--- src/rtl/dmem_arbiter.sv ---
// Two-port arbiter in front of a single-port synchronous data RAM.
// Port 0 is the core LSU and port 1 is the debug/loader master. Read responses are routed back by a tagged latency pipeline.
module dmem_arbiter #(
    parameter int ADDR_W     = 14,
    parameter int RD_LAT     = 1,
    parameter int FIXED_PRIO = 0,
    parameter int STARVE_LIM = 8
) (
    input  logic              clk_i,
    input  logic              rst_ni,
    input  logic              m0_req_i,
    input  logic              m0_we_i,
    input  logic [ADDR_W-1:0] m0_addr_i,
    input  logic [31:0]       m0_wdata_i,
    input  logic [3:0]        m0_be_i,
    output logic              m0_gnt_o,
    output logic              m0_rvalid_o,
    output logic [31:0]       m0_rdata_o,
    input  logic              m1_req_i,
    input  logic              m1_we_i,
    input  logic [ADDR_W-1:0] m1_addr_i,
    input  logic [31:0]       m1_wdata_i,
    input  logic [3:0]        m1_be_i,
    output logic              m1_gnt_o,
    output logic              m1_rvalid_o,
    output logic [31:0]       m1_rdata_o,
    output logic              mem_en_o,
    output logic              mem_we_o,
    output logic [ADDR_W-1:0] mem_addr_o,
    output logic [31:0]       mem_wdata_o,
    output logic [3:0]        mem_be_o,
    input  logic [31:0]       mem_rdata_i
);

    localparam int CNT_W = (STARVE_LIM < 1) ? 1 : $clog2(STARVE_LIM + 1);
    localparam logic [CNT_W-1:0] LIM = CNT_W'(STARVE_LIM);

    logic              prefer1_q, prefer1_d;
    logic [CNT_W-1:0]  starve_q, starve_d;
    logic [RD_LAT-1:0] vld_q, port_q;
    logic [RD_LAT:0]   vld_sh, port_sh;
    logic [31:0]       m0_rdata_q, m1_rdata_q;
    logic              pick1, gnt0, gnt1, rd_push;

    // Raw grants drive state; the outputs are additionally forced low while reset is held.
    always_comb begin
        pick1 = m1_req_i;
        if (m0_req_i && m1_req_i) begin
            if (FIXED_PRIO != 0) begin
                pick1 = (starve_q == LIM);
            end else begin
                pick1 = prefer1_q;
            end
        end
        gnt0    = m0_req_i && !pick1;
        gnt1    = m1_req_i && pick1;
        rd_push = (gnt0 && !m0_we_i) || (gnt1 && !m1_we_i);
    end

    always_comb begin
        prefer1_d = prefer1_q;
        if (gnt0) begin
            prefer1_d = 1'b1;
        end else if (gnt1) begin
            prefer1_d = 1'b0;
        end
        starve_d = starve_q;
        if (!m1_req_i || gnt1) begin
            starve_d = '0;
        end else if (starve_q != LIM) begin
            starve_d = starve_q + 1'b1;
        end
    end

    always_comb begin
        m0_gnt_o    = gnt0 && rst_ni;
        m1_gnt_o    = gnt1 && rst_ni;
        mem_en_o    = m0_gnt_o || m1_gnt_o;
        mem_we_o    = 1'b0;
        mem_addr_o  = '0;
        mem_wdata_o = '0;
        mem_be_o    = '0;
        if (m1_gnt_o) begin
            mem_we_o    = m1_we_i;
            mem_addr_o  = m1_addr_i;
            mem_wdata_o = m1_wdata_i;
            mem_be_o    = m1_be_i;
        end else if (m0_gnt_o) begin
            mem_we_o    = m0_we_i;
            mem_addr_o  = m0_addr_i;
            mem_wdata_o = m0_wdata_i;
            mem_be_o    = m0_be_i;
        end
    end

    // Stage 0 takes the new entry; the top stage lines up with mem_rdata_i.
    assign vld_sh  = {vld_q, rd_push};
    assign port_sh = {port_q, gnt1};

    assign m0_rvalid_o = vld_q[RD_LAT-1] && !port_q[RD_LAT-1];
    assign m1_rvalid_o = vld_q[RD_LAT-1] && port_q[RD_LAT-1];
    assign m0_rdata_o  = m0_rvalid_o ? mem_rdata_i : m0_rdata_q;
    assign m1_rdata_o  = m1_rvalid_o ? mem_rdata_i : m1_rdata_q;

    always_ff @(posedge clk_i or negedge rst_ni) begin
        if (!rst_ni) begin
            prefer1_q  <= 1'b0;
            starve_q   <= '0;
            vld_q      <= '0;
            port_q     <= '0;
            m0_rdata_q <= '0;
            m1_rdata_q <= '0;
        end else begin
            prefer1_q <= prefer1_d;
            starve_q  <= starve_d;
            vld_q     <= vld_sh[RD_LAT-1:0];
            port_q    <= port_sh[RD_LAT-1:0];
            if (m0_rvalid_o) begin
                m0_rdata_q <= mem_rdata_i;
            end
            if (m1_rvalid_o) begin
                m1_rdata_q <= mem_rdata_i;
            end
        end
    end

endmodule
--- config.mk ---
export PLATFORM = sky130hd
export DESIGN_NAME = dmem_arbiter
export DESIGN_NICKNAME = d
export VERILOG_FILES = /design/src/rtl/dmem_arbiter.sv
export SDC_FILE = /design/constraint.sdc
export NUM_CORES = 1
export LEC_CHECK = 0
export CAP_MARGIN = 20
export CORE_MARGIN = 2
export CORE_UTILIZATION = 37
export CTS_CLUSTER_DIAMETER = 40
export CTS_CLUSTER_SIZE = 30
export DETAILED_ROUTE_END_ITERATION = 7
export GPL_ROUTABILITY_DRIVEN = 0
export PLACE_DENSITY_LB_ADDON = 0.3
export SYNTH_ARGS = -nofsm -noshare
export SYNTH_HDL_FRONTEND = slang
export SYNTH_SLANG_ARGS = --single-unit
--- constraint.sdc ---
create_clock -name clk_i -period 1.5 [get_ports clk_i]
set_clock_uncertainty 0.15 [all_clocks]
set_input_delay 0.15 -clock clk_i [delete_from_list [all_inputs] [get_ports clk_i]]
set_output_delay 0.15 -clock clk_i [all_outputs]
set_load 0.01 [all_outputs]
Word level (Yosys, flattened, before mapping)
Index checks and enable logic that the tools add are counted.

Flip-flop bits (word level): 67. Input bits: 138. Output and inout bits: 120. Word-level logic and storage cells: 34.

Multiplexer cells: 13. Reduce and logical (&&, ||, !) cells: 16.

Operators with widths (number): $mux 32 (4); $mux 14 (2); $logic_and 1x1->1 (9); $mux 4 (2); $mux 1 (5); $logic_not 1->1 (4); $logic_or 1x1->1 (2); $reduce_bool 2->1 (1).

Depth between registers and ports, before layout
Gate-level depths: netlist (run 1).

Depth after elaboration: 7. Depth in mapped cells: 4. Depth with buffers taken out: 2.

Worst setup path after synthesis (run 1)
No wires, ideal clock.

Path kind: reg2out. From: register port_q. To: output m0_rdata_o[22]. Arrival: 1104 ps. Data required time: 1200 ps. Path slack: 96 ps. Stages on the path, launching flop included: 5. Buffers on the path: 2. Cell sequence: dfrtp_1 -> nor2b_4 -> buf_6 -> buf_12 -> mux2_4.

Word-level cells in the longest chain between the ends: 3.

Ends and longest elaborated chain: start: declaration (RTL line 40) `logic [RD_LAT-1:0] vld_q, port_q;`; start signal: assignment (RTL line 117) `port_q <= port_sh[RD_LAT-1:0];`; $logic_not 1->1 (RTL line 100) `assign m0_rvalid_o = vld_q[RD_LAT-1] && !port_q[RD_LAT-1];`; $logic_and 1x1->1 (RTL line 100); net m0_rvalid_o (RTL line 17) `output logic m0_rvalid_o,`; $mux 32; end: declaration (RTL line 18) `output logic [31:0] m0_rdata_o,`.

The timed path passes the listed nets, and every way through them passes these cells.

Final worst setup path (run 1)
From: register port_q. To: output m0_rdata_o[19].

Word-level cells in the longest chain between the ends: 3.

Ends and longest elaborated chain (RTL line): $logic_not 1->1 (100); $logic_and 1x1->1 (100); $mux 32.

No other way between the ends.

==> flow_summary.ini, run 1 <==
[status]
violations = negative setup slack
status = finished, violations left

[route]
drtAntennaViolNets = 0
wl_um = 16300
vias = 3975
dr.pass1.iters = 4
wl_per_cell_um = 20.4
drtIter0Drc = 149
drc = 0
vias_per_cell = 4.97

[worst_setup_path]
crit_arrival_ps = 1740
crit_required_ps = 1200
startpoint_type = flip-flop
cp_max_fo = 6
crit_type = reg2out
cp-end-kind = output pin

[timing]
min_period_over_period_pct = 136
hold_viol = 0
fmax_mhz = 490
grt_setup_unrepaired = yes
fin_ws_ps = -541
tns_ps = -51810
worstMarginPinSlew_ps = 388
fin_crit_ps = 2040
relSlewSlack_pct = 74.1
maxSlewViolCount = 0
finalSetupViolCount = 156
hold_ws_ps = 232

[yosys]
synth_area_leaders = dfrtp_1, o32ai_2, mux2_4, mux2_2, nand2_1
ys_warn_count = 0
yosysUniqueCellTypes = 20
synth.avg_cell_area_um2 = 12.2
async_flop_share_pct = 100
yosysTopAreaCell = dfrtp_1
synthTopCellsByCount = nand2_1, dfrtp_1, o32ai_2, mux2_2, mux2_4
syn_nets = 471
ys_seq_elements = 67
syn_area_um2 = 4070
synth_ff_type = dfrtp_1
synth_top_area_share_pct = 41.2
synth_most_common_cell = nand2_1
synth-edff-count = 0
synthCells = 333
ys_seq_area_share_pct = 41.2

[clock_tree]
clock-sinks = 67
cts-buffers-inserted = 9
worstSkewPairLatency_ps = 340
cts_root_buf = clkbuf_8
clockBufferDepth = 2
cts_tree = built
htreeDepth = 3
path_clk_slew_ps = 70

[die]
die_area_um2 = 11800
die_x_um = 109
io_pins = 258
die_h_um = 109
rows = 38
core_region_area_um2 = 10800
initial_core_util_pct = 37.7

[place]
port_buffers = 257
dpl.cell_count = 715
placed_cell_area_um2 = 6800
dp_hpwl_um = 9840
place_ws_ps = -658

[final_layout]
drive_gt1_share_pct = 52.3
finalNonFillerCells = 800
nNetsFinal = 793
post-route-util_pct = 76.6
design_area_um2 = 8270
area_growth_pct = 103
diodes = 0
fillers = 698

[grt]
grt_pass1_wl_um = 22700
grt_use_total_pct = 25.2
antenna_found_initial = 0
grt_pass1_vias = 4214
grt_overflow = 0
grt_max_degree = 43

[power]
power_density_nw_per_um2 = 1040
finalPower_mw = 8.61
p_leak_nw = 3.72
peakVddDrop_mv = 0.853

[run]
maxCapViolCount = 0

[min_path]
hold_class = in2reg
==> power breakdown <==
| group | total, mW | switching, mW | internal [mW] |
|---|---|---|---|
| Sequential | 2.46 | 0.180 | 2.28 |
| Combinational | 4.68 | 1.79 | 2.89 |
| Clock | 1.47 | 0.708 | 0.760 |
| Total | 8.61 | 2.68 | 5.93 |
==> final cells by class <==
cell class | count | area (um^2) | share of cell area (%)
clock inverters | 7 | 68.8 | 0.833
repair buffers | 346 | 3710 | 44.9
flip-flops and latches | 67 | 1680 | 20.3
well taps | 140 | 175 | 2.12
clock buffers | 9 | 124 | 1.50
inverters | 3 | 13.8 | 0.167
multi-input cells | 228 | 2500 | 30.2
==> layer usage <==
| metal | GRT usage, % | routed length, um | vias to the layer above |
|---|---|---|---|
| li1 | - | - | 1844 |
| met1 | 25.2 | 5860 | 1929 |
| met2 | 49.1 | 8900 | 175 |
| met3 | 6.69 | 1200 | 27 |
| met4 | 9.62 | 361 | 0 |
| met5 | 0 | 0 | - |
==> worst max-delay path, stage by stage (launching register included) <==
cell,delay (ps)
dfrtp_1,420
nor2b_4,160
buf_12,120
buf_12,110
buf_12,130
mux2_4,320
buf_6,130
==> layout by cell type, fill, tap and decap left out, drive strengths merged <==
master	n
clkdlybuf4s15	1
nor2	4
clkdlybuf4s50	136
clkinvlp	2
dfrtp	67
bufinv	1
inv	3
nor2b	2
mux2	64
dlygate4sd3	4
buf	200
nand2	103
o32ai	52
a21bo	1
clkbuf	14
clkinv	4
a21o	1
nor3	1
==> timing repair <==
action,4_1_cts,5_1_grt
buffers inserted,40,23
gates cloned,10,7
endpoints found under the hold margin,67,0
resized for setup,623,77
endpoints found under the setup margin,121,172
pin swaps,19,26
hold buffers,4,0
==> final timing paths <==
| kind | slack (ps) | depth (start not counted) | startpoint | endpoint |
|---|---|---|---|---|
| setup / recovery | -540 | 6 | port_q | m0_rdata_o[19] |
| max in group asynchronous | 460 | 4 | rst_ni | m0_rdata_q[22] |
| min in group asynchronous | 290 | 4 | rst_ni | port_q |
| setup reg to reg | -160 | 6 | port_q | m0_rdata_q[6] |
| hold / removal | 230 | 2 | m0_we_i | vld_q |
| hold reg to reg | 350 | 1 | m0_rdata_q[1] | m0_rdata_q[1] |
==> flip-flops by register name, summed over array words and instances, names as in the netlist <==
signal / flops
m0_rdata_q: 32
vld_q: 1
port_q: 1
prefer1_q: 1
m1_rdata_q: 32
==> logic make-up after synthesis <==
logic type             share of synthesized area [%]
multiplexers                                    20.4
buffers and inverters                           7.66
AO/OA/AOI/OAI                                   20.1
flip-flops                                      41.2
AND/OR/NAND/NOR                                 10.6
Power figures use the tool's default switching activity.
==> inputs of run 2 (changes only) <==
CORE_ASPECT_RATIO = 0.5   (was default)
RECOVER_POWER = 100   (was default)
==> run 2 against run 1 <==
Net effect:
- the run still ends with negative setup slack left
- combinational power increased by 0.9%
- critical path depth decreased by 1
- final cell count up 1.0%
- total power up 5.9%
- die area is 0.43% higher
- highest routed layer unchanged
==> flow_summary.ini, run 2 (synthesis results as in run 1) <==
[status]
status = finished, violations left
violations = negative setup slack

[grt]
grt_overflow = 0
grt_max_degree = 61
antenna_found_initial = 0
grt_pass1_wl_um = 23600
grt_use_total_pct = 25.0
grt_pass1_vias = 4228

[clock_tree]
clock-sinks = 67
htreeDepth = 3
cts_root_buf = clkbuf_16
cts-buffers-inserted = 9
cts_tree = built
clockBufferDepth = 2
path_clk_slew_ps = 50
worstSkewPairLatency_ps = 320

[timing]
fin_crit_ps = 1990
fin_ws_ps = -487
fmax_mhz = 503
relSlewSlack_pct = 49.5
maxSlewViolCount = 0
hold_viol = 0
hold_ws_ps = 343
finalSetupViolCount = 145
worstMarginPinSlew_ps = 757
grt_setup_unrepaired = yes
min_period_over_period_pct = 132

[route]
dr.pass1.iters = 4
drtIter0Drc = 141
drtAntennaViolNets = 0
wl_per_cell_um = 19.8
vias_per_cell = 4.94
drc = 0
vias = 3989
wl_um = 16000

[power]
p_int_mw = 6.38
peakVddDrop_mv = 0.875
switching_share_pct = 30.0
clkPwrFrac_pct = 21.2
p_leak_nw = 3.79
power_density_nw_per_um2 = 1100
comb_power_share_pct = 51.8
switching_power_mw = 2.74
power.share.sequential_pct = 27.0
finalPower_mw = 9.12

[worst_setup_path]
cp_max_fo = 6
startpoint_type = flip-flop
crit_required_ps = 1200
cp-end-kind = output pin
r2r_slack_ps = -270
crit_type = reg2out
crit_arrival_ps = 1690

[die]
initial_core_util_pct = 38.9
die_h_um = 78.1
die_area_um2 = 11900
io_pins = 258
core_region_area_um2 = 10400
rows = 26
die_x_um = 152

[final_layout]
layout_commonest_cell = clkdlybuf4s50_1
area_growth_pct = 104
diodes = 0
nNetsFinal = 801
reg_top3 = m0_rdata_q x32, m1_rdata_q x32
post-route-util_pct = 79.5
final_cell_mix = clkdlybuf4s50_1, buf_6, nand2_1
drive_gt1_share_pct = 53.1

[place]
port_buffers = 257
dp_hpwl_um = 9230
place_ws_ps = -645

[min_path]
hold_class = in2reg

[run]
maxCapViolCount = 0
==> run 2: metal layers <==
metal  wire, um  track usage, %
met1       6290            28.3
met2       8620            48.7
met3        757            4.53
met4        333            6.73
met5          0               0
==> run 2: metrics by stage <==
step,TNS [ps],instance area [um^2],std cells
finish,-51140,8300,808
detailed placement,-57170,6880,721
global route,-58040,8300,808
floorplan,0,4070,333
CTS,-48050,8040,795
global placement,-56120,6880,721
==> run 2: path summary, 6_finish.rpt <==
| path | from | end | cells after the start |
|---|---|---|---|
| min in group asynchronous | rst_ni | m0_rdata_q[21] | 3 |
| hold / removal | mem_rdata_i[13] | m0_rdata_q[13] | 2 |
| max in group asynchronous | rst_ni | port_q | 3 |
| setup / recovery | vld_q | m0_rdata_o[23] | 5 |
| hold reg to reg | m1_rdata_q[1] | m1_rdata_q[1] | 1 |
| setup reg to reg | vld_q | m0_rdata_q[6] | 7 |
==> run 2: area by class of cell <==
cell class,count,area (um^2)
timing repair buffer,354,3780
tap,140,175
fill,600,2140
clock buffer,10,239
inverter,3,11.3
multi-input combinational,228,2380
sequential,67,1680
clock inverter,6,41.3
==> run 2: repair_timing <==
action,in CTS,in global routing
hold endpoints to repair,67,0
setup buffers,44,19
hold buffers,2,0
pin swaps,47,2
gates resized for setup,633,51
gates cloned,13,5
setup endpoints to repair,127,170
==> run 2: worst max-delay path, stage by stage, from the launching register on <==
cell and delay [ps]:
dfrtp_1 380, nor2b_4 200, buf_8 170, buf_16 150, mux2_4 330, buf_6 140
==> run 2: power groups by stage <==
stage                     logic, mW  clock network (mW)  registers [mW]
after CTS                      4.33                1.94            2.43
after global placement         3.38                   0            2.42
final                          4.72                1.93            2.46
after detailed placement       3.42                   0            2.45
after global routing           4.94                2.04            2.50
after floorplan                1.58                   0            2.39
==> inputs of run 3 (changes only) <==
CTS_CLUSTER_DIAMETER = 100   (was 40)
==> results of run 3 <==
Same layout as run 2: the final DEF is identical, and so are final timing and power.
